## src/rtl/alu_result_fifo.sv

```systemverilog
// alu_result_fifo: FWFT buffer for ALU result bundles with sticky status and saturating error count
module alu_result_fifo #(
  parameter int WIDTH = 4,
  parameter int DEPTH = 4,
  parameter int CNT_W = 8
) (
  input  logic                       i_clk,
  input  logic                       i_rst,
  input  logic                       i_valid,
  output logic                       o_ready,
  input  logic [WIDTH-1:0]           i_y,
  input  logic                       i_overflow,
  input  logic                       i_err,
  output logic                       o_valid,
  input  logic                       i_ready,
  output logic [WIDTH-1:0]           o_y,
  output logic                       o_overflow,
  output logic                       o_err,
  output logic [$clog2(DEPTH):0]     o_count,
  output logic                       o_full,
  output logic                       o_empty,
  input  logic                       i_clr_sticky,
  output logic                       o_sticky_ovf,
  output logic                       o_sticky_err,
  output logic [CNT_W-1:0]           o_err_cnt
);
  localparam int AW = $clog2(DEPTH);
  localparam int CW = AW + 1;
  logic [WIDTH+1:0] r_mem [DEPTH];
  logic [AW-1:0]    r_wp, r_rp;
  logic [CW-1:0]    r_cnt;
  logic             r_sov, r_ser;
  logic [CNT_W-1:0] r_ecnt;
  logic             w_full, w_empty, w_push, w_pop, w_push_err;
  logic [WIDTH+1:0] w_head;
  assign w_full     = r_cnt == CW'(DEPTH);
  assign w_empty    = r_cnt == '0;
  assign w_push     = i_valid && !w_full;
  assign w_pop      = !w_empty && i_ready;
  assign w_push_err = w_push && i_err;
  assign w_head     = w_empty ? '0 : r_mem[r_rp];
  assign o_ready    = !w_full;
  assign o_valid    = !w_empty;
  assign o_full     = w_full;
  assign o_empty    = w_empty;
  assign o_count    = r_cnt;
  assign o_y        = w_head[WIDTH+1:2];
  assign o_overflow = w_head[1];
  assign o_err      = w_head[0];
  assign o_sticky_ovf = r_sov;
  assign o_sticky_err = r_ser;
  assign o_err_cnt  = r_ecnt;
  // storage needs no reset: entries are unreachable until rewritten
  always_ff @(posedge i_clk)
    if (w_push) r_mem[r_wp] <= {i_y, i_overflow, i_err};
  always_ff @(posedge i_clk or posedge i_rst) begin
    if (i_rst) begin
      r_wp   <= '0;
      r_rp   <= '0;
      r_cnt  <= '0;
      r_sov  <= 1'b0;
      r_ser  <= 1'b0;
      r_ecnt <= '0;
    end else begin
      r_wp   <= r_wp + AW'(w_push);
      r_rp   <= r_rp + AW'(w_pop);
      r_cnt  <= r_cnt + CW'(w_push) - CW'(w_pop);
      r_sov  <= (r_sov && !i_clr_sticky) || (w_push && i_overflow);
      r_ser  <= (r_ser && !i_clr_sticky) || w_push_err;
      r_ecnt <= i_clr_sticky ? CNT_W'(w_push_err) :
                (w_push_err && !(&r_ecnt)) ? r_ecnt + 1'b1 : r_ecnt;
    end
  end
endmodule

```

## config.mk

```make
export PLATFORM = sky130hd
export DESIGN_NAME = alu_result_fifo
export DESIGN_NICKNAME = d
export VERILOG_FILES = /design/src/rtl/alu_result_fifo.sv
export SDC_FILE = /design/constraint.sdc
export NUM_CORES = 1
export LEC_CHECK = 0
export ABC_AREA = 1
export CORE_ASPECT_RATIO = 1.2
export CORE_MARGIN = 1
export CORE_UTILIZATION = 56
export CTS_CLUSTER_DIAMETER = 30
export CTS_CLUSTER_SIZE = 8
export DETAILED_ROUTE_END_ITERATION = 10
export HOLD_SLACK_MARGIN = 0.03
export PLACE_DENSITY = 0.85
export REMOVE_ABC_BUFFERS = 1
export SLEW_MARGIN = 20
export SYNTH_ARGS = -nofsm -noshare
export SYNTH_HDL_FRONTEND = slang
export SYNTH_SLANG_ARGS = --single-unit
```

## constraint.sdc

```tcl
create_clock -name i_clk -period 5.32 [get_ports i_clk]
set_input_delay 0.532 -clock i_clk [delete_from_list [all_inputs] [get_ports i_clk]]
set_output_delay 0.532 -clock i_clk [all_outputs]
set_load 0.05 [all_outputs]
```

Word-level counts from Yosys, hierarchy flattened
Memories as Yosys holds them, arrays and structs flattened.
Cells that the tools add are included.
- memories kept: 1
- input port bits: 11
- output and inout port bits: 23
- flip-flop bits (word level): 17
- RAM bits: 24
- word-level logic and storage cells: 34
- memories (memory ; depth ; bits a word ; rd ports ; clocked after Yosys merged registers in ; write ports ; RTL line ; source):
    r_mem ; 4 ; 6 ; 1 ; 0 ; 1 ; 29 ; logic [WIDTH+1:0] r_mem [DEPTH];
- equal/unequal tests: 1
- reduce and logical (&&, ||, !) cells: 16
- add/sub/neg operators: 5
- mux-type cells: 5
- operator list (operator ; count):
    2-to-1 mux 8 bit ; 2
    adder 8 x 1 -> 8 bit, second input constant ; 1
    AND reduction 8 bit ; 1
    logical AND 1 bit ; 7
    2-to-1 mux 6 bit ; 1
    adder 2 x 1 -> 2 bit ; 2
    zero test 1 bit ; 4
    adder 3 x 1 -> 3 bit ; 1
    equality test 3 bit, second input constant ; 1
    zero test 3 bit ; 1
    subtractor 3 x 1 -> 3 bit ; 1
    logical OR 1 bit ; 2
    2-to-1 mux 1 bit ; 2
    nonzero test 2 bit ; 1

Logic depth before layout (Yosys ltp)
Gate-level depths: netlist of run 1.
- depth after elaboration: 7
- depth in mapped cells: 8
- depth with buffers taken out: 8

Worst setup path before layout of run 1
No wires, ideal clock.
- kind: flip-flop to output port
- start point: register r_cnt[1] (netlist: o_count[1])
- end point: output o_err
- slack: 2.485 ns
- data required time: 4.788 ns
- cell stages (with the launch flop): 5
- arrival time: 2.303 ns
- path buffers: 0
- path through: dfrtp_1 -> nor2_2 -> nand2_2 -> inv_1 -> a21oi_1
- longest elaborated chain between the ends: 2
- ends and longest elaborated chain (element ; RTL line ; source):
    from (decl) ; 31 ; logic [CW-1:0] r_cnt;
    from (signal assigned) ; 67 ; r_cnt <= r_cnt + CW'(w_push) - CW'(w_pop);
    zero test 3 bit ; 37 ; assign w_empty = r_cnt == '0;
    net o_empty ; 21 ; output logic o_empty,
    2-to-1 mux 6 bit ; 41 ; assign w_head = w_empty ? '0 : r_mem[r_rp];
    to (decl) ; 18 ; output logic o_err,
The timed path passes the listed nets, and every way through them passes these cells.

Worst setup path after layout of run 1
- start point: register r_rp[0]
- end point: output o_y[2]
- longest elaborated chain between the ends: 2
- ends and longest elaborated chain (element ; RTL line ; source):
    from (decl) ; 30 ; logic [AW-1:0] r_wp, r_rp;
    from (signal assigned) ; 66 ; r_rp <= r_rp + AW'(w_pop);
    memory read (4 x 6 bit) ; - ;
    2-to-1 mux 6 bit ; 41 ;
    to (decl) ; 16 ; output logic [WIDTH-1:0] o_y,
Every way passes these cells.

==> impl_metrics.toml, run 1 <==
[run_status]
status = "finished, final reports clean"

[routing]
first_pass_iters = 4
wl_mm = 3.67
drc = 0
wl_per_cell_um = 13.9
drt_iter0_drc = 78
num_vias = 1442
vias_per_cell = 5.46
ant_nets = 0

[sta]
period_minus_slack_ns = 2.86
setup_violations = 0
fin_skew_ns = 0.0129
fin_crit_sh_pct = 53.7
timing.slew.headroom_pct = 36.2
max_freq_mhz = 350
fin_tns_setup_ns = 0
rsz0062_at_grt = "false"
hold_viol = 0
layout_setup_ws_ns = 2.46
tightest_slew_ns = 0.950
drv_slew = 0

[place]
gp_congestion = 0.823
place_inst = 256
place_ws_ns = 2.76
hpwlAfterDp_mm = 2.79
port_buffers = 33

[yosys]
syn-cell-area_mm2 = 0.00191
syn-instance-count = 192
yosysUniqueCellTypes = 26
seq_area_frac_synth_pct = 59.9
ys_ff_latch = 41
ys_warn_count = 0
syn_avg_cell_area_um2 = 9.97

[die]
std_cell_rows = 22
io_pins = 34
core-area_mm2 = 0.00317
die_area_mm2 = 0.00366
start_util_pct = 60.5
die_w_um = 55.4
die_h_um = 66.1

[global_route]
grt_pass1_vias = 1383
met3_usage_pct = 5.28
grt_max_degree = 19
grt.total_usage_pct = 22.1
busiest_layer = "met2"
antenna_found_initial = 0
grt_util_met1_pct = 24.6
grt_first_pass_wirelength_mm = 6.07
grt_remaining_overflow = 0
grt.met2_usage_pct = 39.9

[cts]
cts_buffers = 5
clockRootBuffer = "clkbuf_4"
cts_setup_buffers = 0
clock_sinks = 41
clockBufferDepth = 2
cts_resized = 0
clkTransAtPathRegs_ns = 0.11
clk_latency_ns = 0.35
h-tree-depth = 2
cts_tree = "done"
cts_hold_buffers = 0

[cells_and_area]
fin_cells = 264
synthToLayoutAreaGrowth_pct = 21.9
fillers = 232
diodes = 0
num-nets-final = 242
drive_above_1_share_pct = 7.46

[critical_path]
critPathMaxFanout = 14
critPathCaptureType = "primary output"
crit_required_ns = 4.79
criticalPathCategory = "flop to primary output"
crit_arrival_ns = 2.32
critPathLaunchType = "flop"

[pwr]
total_power_mw = 1.32
peakVddDrop_mv = 0.504
power-per-cell-area_mw_per_mm2 = 567
p_leak_nw = 0.954

[flow_run]
drv_cap = 0

[min_path]
hold_class = "flop to flop"
-- path summary, 6_finish.rpt --
check	depth (start not counted)	from	slack, ns	endpoint
max in group asynchronous	2	i_rst	4.34	r_wp[0]
min	2	o_sticky_err	0.50	o_sticky_err
max reg2reg	4	o_count[1]	3.31	r_mem[0][3]
min reg2reg	2	o_sticky_err	0.50	o_sticky_err
min in group asynchronous	2	i_rst	0.56	o_err_cnt[0]
max	4	r_rp[0]	2.46	o_y[2]
-- critical path: stages, from the launching register on --
cell	delay, ns
dfrtp_1	0.54
inv_1	0.30
o21ai_0	0.15
a21oi_1	0.17
clkdlybuf4s50_1	0.81
-- stage by stage --
step	utilization (%)	cell area, um^2	hold slack [ns]
global placement	71.3	2260	0.466
CTS	73.7	2330	0.511
global route	73.7	2330	0.545
finish	73.7	2330	0.505
floorplan	-	1880	0.458
detailed placement	71.3	2260	0.478
-- logic make-up (layout without fill, tap and decap cells) --
group                      after synthesis  after routing  share of synthesized area (%)
adders and majority gates                4              4                           3.01
xor gates and xnor gates                 7              7                           3.20
and+or+nand+nor                         92             92                           21.2
DFF                                     41             41                           59.9
buffers and inverters                   24             60                           5.42
AOI/OAI and AO/OA                       24             24                           7.25
-- final cells by class --
class	instances	area [um^2]	share of cell area [%]
Clock inverter	2	35.0	1.50
Tap cell	36	45.0	1.93
Multi-Input combinational cell	127	664	28.5
Clock buffer	6	41.3	1.77
Timing Repair Buffer	33	330	14.2
Sequential cell	41	1150	49.1
Inverter	19	71.3	3.06
-- where the power goes --
part,total (mW),switching (mW),internal (mW),leakage (nW)
logic,0.650,0.437,0.213,0.476
clock network,0.195,0.0966,0.0986,0.0422
registers,0.479,0.0651,0.414,0.436
total,1.32,0.598,0.726,0.954
-- sequential cells by signal, summed over array words and instances (netlist names) --
name	count
o_err_cnt	8
o_count	3
o_sticky_err	1
o_sticky_ovf	1
r_mem	24
r_wp	2
r_rp	2
-- synth_stat cells --
| library cell | instances | area, um^2 |
|---|---|---|
| o21ai_1 | 1 | 5.00 |
| xor2_1 | 3 | 26.3 |
| nand2_2 | 3 | 18.8 |
| dfrtp_1 | 17 | 425 |
| ha_1 | 3 | 37.5 |
| nand3_1 | 15 | 75.1 |
| xnor2_1 | 4 | 35.0 |
| nor3_1 | 5 | 25.0 |
| clkinv_1 | 1 | 3.75 |
| inv_1 | 18 | 67.6 |
| a21oi_4 | 1 | 16.3 |
| a22o_1 | 1 | 8.76 |
| a21oi_1 | 7 | 35.0 |
| nand3_2 | 3 | 30.0 |
| edfxtp_1 | 24 | 721 |
| nor2_1 | 37 | 139 |
| nor2_2 | 1 | 6.26 |
| nand2_1 | 27 | 101 |
| buf_2 | 2 | 10.0 |
| clkbuf_1 | 1 | 3.75 |
| o21ai_0 | 13 | 65.1 |
| buf_6 | 1 | 11.3 |
| fa_1 | 1 | 20.0 |
| o21ai_2 | 1 | 8.76 |
| nor2_4 | 1 | 11.3 |
| buf_4 | 1 | 7.51 |
-- layout by cell type, fill, tap and decap left out, types with 3 or more instances in the layout --
cell	count
a21oi_1	7
nor3_1	5
nand2_2	3
edfxtp_1	24
ha_1	3
nand3_2	3
xnor2_1	4
nor2_1	37
nand3_1	15
inv_1	18
clkdlybuf4s50_1	33
nand2_1	27
dfrtp_1	17
clkbuf_4	5
o21ai_0	13
xor2_1	3
-- layer usage --
layer,part of all wire [%],routed length (um),vias up
li1,-,-,705
met1,40,1480,684
met2,53,1960,47
met3,4.1,152,6
met4,2.0,73,0
met5,0,0,-
Note: power is estimated with default switching activity, not from simulation.
==> inputs of run 2 (changes only) <==
Settings changed: CORE_UTILIZATION 56 to 52, PLACE_DENSITY 0.85 to 0.8.
Clock period 5.32 ns to 2.8 ns, I/O delays scaled along.
==> impl_metrics.toml, run 2 (same netlist as run 1, synthesis figures left out) <==
[sta]
hold_viol = 0
setup_violations = 0
tightest_slew_ns = 0.664
fin_skew_ns = 0.00624
fin_tns_setup_ns = 0
timing.slew.headroom_pct = 55.7
period_minus_slack_ns = 2.57
fin_hold_ws_ns = 0.380
rsz0062_at_grt = "false"
layout_setup_ws_ns = 0.226
fin_crit_sh_pct = 91.9
max_freq_mhz = 389
drv_slew = 0

[global_route]
antenna_found_initial = 0
grt_pass1_vias = 1321
grt.total_usage_pct = 20.8
grt_max_degree = 19
grt_first_pass_wirelength_mm = 5.94
grt_remaining_overflow = 0

[critical_path]
critPathCaptureType = "primary output"
critPathMaxFanout = 14
crit_required_ns = 2.52
worst-r2r-setup-slack_ns = 0.95
crit_arrival_ns = 2.29
critPathLaunchType = "flop"
criticalPathCategory = "flop to primary output"
r2r_cells = 8

[routing]
num_vias = 1396
drc = 2
drt_iter0_drc = 51
vias_per_cell = 5.19
first_pass_iters = 7
wl_per_cell_um = 13.4
ant_nets = 0
wl_mm = 3.59

[die]
die_w_um = 57.4
core-area_mm2 = 0.00342
std_cell_rows = 23
io_pins = 34
start_util_pct = 55.9
die_h_um = 68.5
die_area_mm2 = 0.00393

[cts]
cts_resized = 0
clock_sinks = 41
clockBufferDepth = 2
cts_buffers = 5
clockRootBuffer = "clkbuf_8"
clk_latency_ns = 0.29
cts_tree = "done"
h-tree-depth = 2
cts_setup_buffers = 0
clkTransAtPathRegs_ns = 0.08
cts_hold_buffers = 0

[pwr]
peakVddDrop_mv = 0.725
power-per-cell-area_mw_per_mm2 = 1090
total_power_mw = 2.62
p_leak_nw = 0.986

[cells_and_area]
synthToLayoutAreaGrowth_pct = 25.1
fin_util_pct = 69.9
fin_cells = 269
diodes = 0
layout_commonest_cell = "nor2_1"
drive_above_1_share_pct = 8.62
largest_register_ffs = 24
fin_area_mm2 = 0.00239
largest-register = "r_mem"
final_cell_mix = "nor2_1, clkdlybuf4s50_1, nand2_1"
num-nets-final = 246

[min_path]
hold_class = "primary input to async pin"

[run_status]
violations = "design-rule violations"
status = "finished, violations left"

[place]
hpwlAfterDp_mm = 2.60
place_ws_ns = 0.532
gp_congestion = 0.784
port_buffers = 33
place_inst = 261
placedInstanceArea_mm2 = 0.00229

[flow_run]
drv_cap = 0
==> run 2: changes by cell type in the layout (fill, tap and decap cells not counted) <==
cell	delta
clkbuf_8	+5
clkinv_1	+1
clkbuf_4	-5
clkinv_2	-1
buf_4	+4
==> run 2: layout make-up <==
cell class	count	area [um^2]
fillers	252	1030
multi-input cells	127	664
repair buffers	37	360
clock buffers	6	72.6
clock inverters	2	33.8
inverters	19	71.3
well taps	37	46.3
flip-flops and latches	41	1150
==> run 2: power by group <==
group,leakage (nW),switching (mW),internal [mW]
Sequential,0.436,0.119,0.785
Combinational,0.497,0.830,0.425
Clock,0.0528,0.193,0.263
==> run 2: worst paths after layout <==
| check | from | endpoint |
|---|---|---|
| setup / recovery | r_rp[0] | o_overflow |
| hold / removal | i_rst | o_err_cnt[2] |
| setup reg to reg | o_count[1] | o_count[2] |
| hold reg to reg | o_sticky_err | o_sticky_err |
| max in group asynchronous | i_rst | o_count[2] |
| min in group i_clk | o_sticky_err | o_sticky_err |
==> run 2: per-layer routing <==
metal  wire length (um)  global-route usage (%)  up-vias
li1                   -                       -      711
met1               1520                    23.9      632
met2               1840                    37.4       48
met3                191                    5.29        5
met4                 46                    8.23        0
met5                  0                       0        -
==> run 2: critical path, stage by stage, from the launching register on <==
cell and delay, ns:
dfrtp_1 0.53, inv_1 0.33, o21ai_0 0.16, a21oi_1 0.17, clkdlybuf4s50_1 0.81
